## src/rtl/seq_multiplier.sv

```systemverilog
// seq_multiplier: radix-2 shift-and-add unsigned multiplier, N x N -> 2N bits.
// One ripple_carry_adder forms each partial sum; valid/ready handshakes on
// both the operand and product sides.
// Optional build macro SEQ_MULTIPLIER_EARLY_EXIT_EN: finish as soon as the
// remaining multiplier bits are all zero (same product, shorter latency).

module ripple_carry_adder #(
   parameter int N = 32
) (
   input  logic [N-1:0] x,
   input  logic [N-1:0] y,
   input  logic         cin,
   output logic [N-1:0] sum,
   output logic         cout
);

   logic [N:0] carry;

   assign carry[0] = cin;

   genvar i;
   generate
      for (i = 0; i < N; i++) begin : g_bit
         assign sum[i]       = x[i] ^ y[i] ^ carry[i];
         assign carry[i + 1] = (x[i] & y[i]) | (carry[i] & (x[i] ^ y[i]));
      end
   endgenerate

   assign cout = carry[N];

endmodule

module seq_multiplier #(
   parameter int N = 32
) (
   input  logic           clk,
   input  logic           rst,
   input  logic           in_valid,
   output logic           in_ready,
   input  logic [N-1:0]   x,
   input  logic [N-1:0]   y,
   output logic           out_valid,
   input  logic           out_ready,
   output logic [2*N-1:0] p
);

   localparam int CW = $clog2(N + 1);
   localparam logic [CW-1:0] CNT_ONE  = CW'(1);
   localparam logic [CW-1:0] CNT_LAST = CW'(N - 1);

   typedef enum logic [1:0] {
      IDLE = 2'd0,
      BUSY = 2'd1,
      DONE = 2'd2
   } state_t;

   state_t          state;
   state_t          state_nxt;
   logic [N-1:0]    mcand;
   logic [N-1:0]    mcand_nxt;
   logic [N-1:0]    hi;
   logic [N-1:0]    hi_nxt;
   logic [N-1:0]    lo;
   logic [N-1:0]    lo_nxt;
   logic [CW-1:0]   cnt;
   logic [CW-1:0]   cnt_nxt;
   logic [2*N-1:0]  p_nxt;

   // adder interface: partial product is mcand gated by the current multiplier bit
   logic [N-1:0]    addend;
   logic [N-1:0]    sum;
   logic            cout;
   logic [2*N-1:0]  step_val;

   assign addend   = lo[0] ? mcand : {N{1'b0}};
   // the carry-out is shifted into the top so the 2N-bit result never overflows
   assign step_val = {cout, sum, lo[N-1:1]};

   ripple_carry_adder #(.N(N)) u_adder (
      .x    (hi),
      .y    (addend),
      .cin  (1'b0),
      .sum  (sum),
      .cout (cout)
   );

`ifdef SEQ_MULTIPLIER_EARLY_EXIT_EN
   // unprocessed multiplier bits occupy lo[N-1-cnt:0]
   logic [N-1:0]    remain_mask;
   logic            remain_zero;
   logic [CW-1:0]   exit_shift;
   logic [2*N-1:0]  exit_val;

   assign remain_mask = {N{1'b1}} >> cnt;
   assign remain_zero = ((lo & remain_mask) == {N{1'b0}});
   assign exit_shift  = CW'(N) - cnt;
   // each skipped iteration would add zero and shift right once
   assign exit_val    = {hi, lo} >> exit_shift;
`endif

   // handshake outputs decode the state register only
   assign in_ready  = (state == IDLE);
   assign out_valid = (state == DONE);

   // next-state, datapath and product-register updates
   always_comb begin
      state_nxt = state;
      mcand_nxt = mcand;
      hi_nxt    = hi;
      lo_nxt    = lo;
      cnt_nxt   = cnt;
      p_nxt     = p;
      case (state)
         IDLE: begin
            if (in_valid) begin
               mcand_nxt = x;
               hi_nxt    = {N{1'b0}};
               lo_nxt    = y;
               cnt_nxt   = {CW{1'b0}};
               state_nxt = BUSY;
            end else begin
               state_nxt = IDLE;
            end
         end
         BUSY: begin
`ifdef SEQ_MULTIPLIER_EARLY_EXIT_EN
            if (remain_zero) begin
               {hi_nxt, lo_nxt} = exit_val;
               cnt_nxt          = cnt + CNT_ONE;
               p_nxt            = exit_val;
               state_nxt        = DONE;
            end else begin
               {hi_nxt, lo_nxt} = step_val;
               cnt_nxt          = cnt + CNT_ONE;
               if (cnt == CNT_LAST) begin
                  p_nxt     = step_val;
                  state_nxt = DONE;
               end else begin
                  state_nxt = BUSY;
               end
            end
`else
            {hi_nxt, lo_nxt} = step_val;
            cnt_nxt          = cnt + CNT_ONE;
            if (cnt == CNT_LAST) begin
               p_nxt     = step_val;
               state_nxt = DONE;
            end else begin
               state_nxt = BUSY;
            end
`endif
         end
         DONE: begin
            if (out_ready) begin
               state_nxt = IDLE;
            end else begin
               state_nxt = DONE;
            end
         end
         default: begin
            state_nxt = IDLE;
         end
      endcase
   end

   // state and datapath registers; reset aborts any operation in flight
   always_ff @(posedge clk or posedge rst) begin
      if (rst) begin
         state <= IDLE;
         mcand <= {N{1'b0}};
         hi    <= {N{1'b0}};
         lo    <= {N{1'b0}};
         cnt   <= {CW{1'b0}};
         p     <= {(2*N){1'b0}};
      end else begin
         state <= state_nxt;
         mcand <= mcand_nxt;
         hi    <= hi_nxt;
         lo    <= lo_nxt;
         cnt   <= cnt_nxt;
         p     <= p_nxt;
      end
   end

endmodule

```

## config.mk

```make
export PLATFORM = sky130hd
export DESIGN_NAME = seq_multiplier
export DESIGN_NICKNAME = d
export VERILOG_FILES = /design/src/rtl/seq_multiplier.sv
export SDC_FILE = /design/constraint.sdc
export NUM_CORES = 1
export LEC_CHECK = 0
export BUFFER_PORTS_ARGS = -buffer_cell sky130_fd_sc_hd__buf_2
export CAP_MARGIN = 20
export CORE_ASPECT_RATIO = 0.6
export CORE_MARGIN = 2
export CORE_UTILIZATION = 40
export CTS_CLUSTER_DIAMETER = 100
export DETAILED_ROUTE_END_ITERATION = 8
export GPL_ROUTABILITY_DRIVEN = 0
export PLACE_DENSITY = 0.67
export SLEW_MARGIN = 10
export SYNTH_ARGS = -nofsm -noshare
export SYNTH_HDL_FRONTEND = slang
export SYNTH_SLANG_ARGS = --single-unit
```

## constraint.sdc

```tcl
create_clock -name clk -period 13.1 [get_ports clk]
set_input_delay 2.62 -clock clk [delete_from_list [all_inputs] [get_ports clk]]
set_output_delay 2.62 -clock clk [all_outputs]
set_load 0.01 [all_outputs]
```

==> results of run 1 <==
registers in the layout, indices dropped and copies added, names as in the netlist:
register  count
lo           32
cnt           6
state         2
hi           32
p            64
mcand        32
kinds of logic (layout without fill, tap and decap cells):
group,Yosys count,count (layout)
xor+xnor,1,1
simple gates,241,241
fa+ha+maj,33,33
flops,168,168
buf+inv,107,243
mux,64,64
compound gates,76,76
power by group:
part	leakage, nW	switching [W]	total, W	internal (W)
Combinational	1.95	0.000392	0.000682	0.000291
Clock	0.272	0.000214	0.000496	0.000281
Sequential	2.16	0.000126	0.000857	0.000732
worst min path at each step:
stage / startpoint / endpoint / slack (ns) / cells past startpoint
after floorplan: mcand[0] / mcand[0] / 0.44 / 2
after global routing: p[11] / p[11] / 0.51 / 1
final: mcand[0] / mcand[0] / 0.47 / 2
after CTS: mcand[0] / mcand[0] / 0.48 / 2
after detailed placement: mcand[0] / mcand[0] / 0.46 / 2
after global placement: mcand[0] / mcand[0] / 0.46 / 2
routing by layer:
metal	share of wire	track usage	routed length, µm	up-vias
li1	-	-	-	2476
met1	0.53	0.262	8400	2480
met2	0.42	0.236	6660	106
met3	0.044	0.0507	703	9
met4	0.0076	0.0536	121	0
met5	0	0	0	-
stage by stage:
| step | instances | hold WS (ns) |
|---|---|---|
| 2_1_floorplan | 690 | 0.437 |
| 3_3_place_gp | 1033 | 0.461 |
| 3_5_place_dp | 1033 | 0.461 |
| 4_1_cts | 1065 | 0.476 |
| 5_1_grt | 1066 | 0.510 |
| 6_report | 1066 | 0.468 |
layout by cell type (no fill, tap or decap), types with 17 or more instances in the layout:
master	count
a22oi_1	32
buf_2	133
clkbuf_16	17
dfrtp_1	168
fa_2	21
inv_1	65
mux2_1	17
mux2i_1	32
nand2_1	197
nand3_1	35
o21ai_0	36
critical path, delay by kind of cell (launching register included):
kind / cells / cell delay [ns]
buffers and inverters: 1 / 0.05
AND/OR/NAND/NOR: 1 / 0.12
AO/OA/AOI/OAI: 1 / 0.09
flip-flops: 1 / 0.34
adder cells (fa/ha/maj): 32 / 11.88
cell type report:
cell class,instances,area [µm²]
multi-input combinational,415,2870
tap,240,300
fill,1668,9230
timing repair buffer,145,776
inverter,66,253
clock inverter,15,153
sequential,168,4200
clock buffer,17,425
repair_timing:
item                                    CTS  global route
endpoints found under the setup margin    4             5
cloned                                    0             0
resized for setup                         6             6
pin swaps                                 0             1
==> results_dict.tcl, run 1 <==
set metrics [dict create \
    h-tree-depth 4 \
    syn_inst 690 \
    power_w 0.00204 \
    area_growth_syn_to_layout_pct 20.1 \
    maxCapViolCount 0 \
    synthTopCellsByArea "dfrtp_1 56%, nand2_1 9.9%, fa_1 8.3%, mux2i_1 4.3%, inv_1 3.3%" \
    avgSynthCellArea_um2 10.8 \
    reg2reg_depth 35 \
    slew_violations 0 \
    syn_nets 791 \
    cts_buffers 17 \
    cts_setup_buffers 0 \
    root_buffer "clkbuf_16" \
    yosysSeqAreaShare 0.562 \
    slowest_delay_ns 0.52 \
    setup_tns_ns 0 \
    power_density_nw_per_um2 227 \
    r2r-end "hi[30]" \
    synth_seq_cells 168 \
    worst_setup_path_start_kind "flip-flop" \
    crit_start "lo[0]" \
    ant_nets 0 \
    synth_cell_types 33 \
    slew_headroom 0.453 \
    num_rows 38 \
    setup_viol 0 \
    path_clk_slew_ns 0.07 \
    synth-compound-area-share 0.0646 \
    rsz0062_at_grt "false" \
    synth_top_area_cell "dfrtp_1" \
    hold_buffers 0 \
    synth_xor_area_frac 0.00117 \
    synthArstFlopShare 1.00 \
    grt_pass1_vias 5012 \
    cp.arrival_ns 12.91 \
    start_util 0.411 \
    fin_area_um2 8980 \
    clk_latency_ns 0.43 \
    critPathMaxFanout 2 \
    max_clock_freq_ghz 0.0792 \
    viasPerCell 4.76 \
    cp.required_ns 13.38 \
    dp_hpwl_um 10700 \
    finish.utilization 0.493 \
    grt_max_degree 92 \
    die_w_um 180 \
    clkSinkCount 168 \
    synth-simple-area-share 0.131 \
    vdd_drop_max_v 0.0000885 \
    yosys-top-cells-count "197 x nand2_1, 168 x dfrtp_1, 66 x inv_1" \
    synth.most_common_cell "nand2_1" \
    min_period_ns 12.63 \
    overflow 0 \
    status "finished, final reports clean" \
    dpl_worst_slack_ns -0.273 \
    synth_flop_cell "dfrtp_1" \
    io_pins 134 \
    rr_startpoint "lo[0]" \
    fp.dieH_um 110 \
    drc_errors 0 \
    final_nets 914 \
    dieArea_um2 19800 \
    port_buffers 133 \
    dr.pass1.iters 5 \
    yosysTopAreaCellShare 0.562 \
    leakagePower_nw 4.38 \
    rrSetupSlack_ns 0.47 \
    end_kind "flip-flop" \
    hold_class "flip-flop to flip-flop" \
    finalWirelength_um 15900 \
    layout_setup_ws_ns 0.470 \
    placed_cell_area_um2 8340 \
    cp_common_cell "fa_2" \
    syn_area_um2 7480 \
    muxShareOfSynthArea 0.0910 \
    drive_gt1_frac 0.268 \
    grt_pass1_wl_um 26700 \
    skew_ns 0.0115 \
    antenna_found_initial 0 \
    vias 5071 \
    finalCritPeriodShare 0.964 \
    initialDrtViolationCount 367 \
    synth_edf_count 0 \
    critPathKind "flip-flop to flip-flop" \
    hold_viol_final 0 \
    synth_fa_ha_area_frac 0.0864 \
    synth_warnings 0 \
    clock_path_buffers 2 \
    wire_per_inst_um 14.9 \
    cts_tree "yes" \
    core_um2 18200 \
    critical_path.endpoint "hi[30]" \
    max_slew.worst_pin.slew_ns 0.821 \
    synth_top_family_by_area "simple AND/OR/NAND/NOR gates" \
    slowest_stage "fa_1" \
    track_usage 0.173 \
    diodes 0 \
]
No activity file was read; power rests on OpenSTA's default activity.
==> inputs of run 2 (changes only) <==
--- a/config.mk
+++ b/config.mk
@@ -8,12 +8,11 @@
 export BUFFER_PORTS_ARGS = -buffer_cell sky130_fd_sc_hd__buf_2
 export CAP_MARGIN = 20
 export CORE_ASPECT_RATIO = 0.6
-export CORE_MARGIN = 2
 export CORE_UTILIZATION = 40
 export CTS_CLUSTER_DIAMETER = 100
 export DETAILED_ROUTE_END_ITERATION = 8
 export GPL_ROUTABILITY_DRIVEN = 0
-export PLACE_DENSITY = 0.67
+export PLACE_DENSITY = 0.63
 export SLEW_MARGIN = 10
 export SYNTH_ARGS = -nofsm -noshare
 export SYNTH_HDL_FRONTEND = slang
==> constraint.sdc (replaced) <==
create_clock -name clk -period 13.1 [get_ports clk]
set_input_delay 1.965 -clock clk [delete_from_list [all_inputs] [get_ports clk]]
set_output_delay 1.965 -clock clk [all_outputs]
set_load 0.01 [all_outputs]
==> results_dict.tcl, run 2 (same netlist as run 1, synthesis figures left out) <==
set metrics [dict create \
    pwr-share-clk 0.247 \
    comb_power_share 0.337 \
    skew_ns 0.0118 \
    vias 5043 \
    slowest_delay_ns 0.53 \
    worst_setup_path_start_kind "flip-flop" \
    hold_class "flip-flop to flip-flop" \
    hold_path_depth 2 \
    grt_pass1_wl_um 26900 \
    min_period_ns 12.61 \
    h-tree-depth 4 \
    wire_per_inst_um 14.9 \
    cts_tree "yes" \
    slowest_stage "fa_1" \
    clock_path_buffers 2 \
    max_clock_freq_ghz 0.0793 \
    viasPerCell 4.73 \
    cts_buffers 17 \
    dp_hpwl_um 10400 \
    critPathKind "flip-flop to flip-flop" \
    rsz0062_at_grt "false" \
    largest_register_ffs 64 \
    fin_cells 1066 \
    grt_pass1_vias 5161 \
    io_pins 134 \
    die_w_um 178 \
    final_nets 914 \
    layout_common_cells "197 x nand2_1, 168 x dfrtp_1, 133 x buf_2, 65 x inv_1, 36 x o21ai_0" \
    cp.arrival_ns 12.87 \
    dr.pass1.iters 4 \
    cp.required_ns 13.36 \
    switching_share 0.358 \
    vdd_drop_max_v 0.0000919 \
    setup_tns_ns 0 \
    area_growth_syn_to_layout_pct 20.4 \
    dieArea_um2 19300 \
    ant_nets 0 \
    cp_common_cell "fa_2" \
    finalWirelength_um 15900 \
    power_density_nw_per_um2 228 \
    cts_setup_buffers 0 \
    mostFrequentLayoutCell "nand2_1" \
    slew_headroom 0.499 \
    diodes 0 \
    clk_latency_ns 0.42 \
    num_rows 38 \
    fp.dieH_um 108 \
    maxCapViolCount 0 \
    leakagePower_nw 4.39 \
    reg2reg_depth 35 \
    critPathMaxFanout 2 \
    use_met2 0.253 \
    initialDrtViolationCount 324 \
    overflow 0 \
    regMostFlops "p" \
    finalCritPeriodShare 0.962 \
    placedCellCount 1033 \
    top_usage_layer "met1" \
    port_buffers 133 \
    antenna_found_initial 0 \
    path_clk_slew_ns 0.06 \
    clkSinkCount 168 \
    slew_violations 0 \
    power_w 0.00206 \
    drc_errors 0 \
    grt_util_met3 0.0441 \
    root_buffer "clkbuf_16" \
    max_slew.worst_pin.slew_ns 0.751 \
    status "finished, final reports clean" \
    drive_gt1_frac 0.269 \
    p_int_w 0.00132 \
    use_met1 0.282 \
    grt_max_degree 113 \
    core_um2 18200 \
    setup_viol 0 \
    seq_power_share 0.416 \
    switchingPower_w 0.000735 \
    track_usage 0.182 \
    end_kind "flip-flop" \
    hold_viol_final 0 \
    start_util 0.412 \
]
[run 2: changes by cell type in the layout (fill, tap and decap cells not counted)]
cell      delta
clkinv_2     -4
fa_1         -2
fa_2         +2
inv_6        +1
clkbuf_8     +2
clkbuf_1     +1
[run 2: worst paths after layout]
check	endpoint	slack (ns)	from
worst max-delay path	hi[30]	0.49	lo[0]
worst min-delay path	mcand[0]	0.47	mcand[0]
worst max register to register	hi[30]	0.49	lo[0]
worst min register to register	mcand[0]	0.47	mcand[0]
max in group asynchronous	mcand[25]	10.09	rst
min in group asynchronous	p[5]	1.53	rst
[run 2: stage by stage]
| stage | setup slack [ns] | utilization | cell area [µm²] | hold WS [ns] |
|---|---|---|---|---|
| after floorplan | 0.0316 | - | 7510 | 0.437 |
| after global placement | -0.119 | 0.459 | 8340 | 0.457 |
| after detailed placement | -0.295 | 0.459 | 8340 | 0.462 |
| after CTS | 0.0439 | 0.493 | 8950 | 0.476 |
| after global routing | 0.0192 | 0.496 | 9000 | 0.511 |
| final | 0.495 | 0.496 | 9000 | 0.471 |
[run 2: cell type report]
cell class / instances / area, µm²
Multi-Input combinational cell: 415 / 2870
Timing Repair Buffer: 145 / 776
Tap cell: 240 / 300
Sequential cell: 168 / 4200
Fill cell: 1709 / 9160
Clock buffer: 20 / 457
Clock inverter: 12 / 141
Inverter: 66 / 253
[run 2: repair_timing]
action	CTS	global route
gates resized for setup	6	8
endpoints found under the setup margin	4	6
pin swaps	0	1
cloned	0	0
hold buffers	0	0
endpoints found under the hold margin	0	0
[run 2: power by group through the flow]
stage | sequential (W) | clock, W | combinational (W)
2_1_floorplan | 0.000859 | 0 | 0.000457
5_1_grt | 0.000887 | 0.000546 | 0.000799
3_5_place_dp | 0.000862 | 0 | 0.000693
3_3_place_gp | 0.000862 | 0 | 0.000672
6_report | 0.000856 | 0.000507 | 0.000692
4_1_cts | 0.000857 | 0.000521 | 0.000700
[run 2: routing by layer]
layer	wire (µm)	vias to the layer above
li1	-	2472
met1	8620	2463
met2	6520	98
met3	624	10
met4	124	0
met5	0	-
[run 2: critical path, delay by kind of cell, from the launching register on]
kind	cells	cell delay, ns
adder cells (fa/ha/maj)	32	11.83
flip-flops	1	0.34
AND/OR/NAND/NOR	1	0.12
AO/OA/AOI/OAI	1	0.09
buffers and inverters	1	0.05
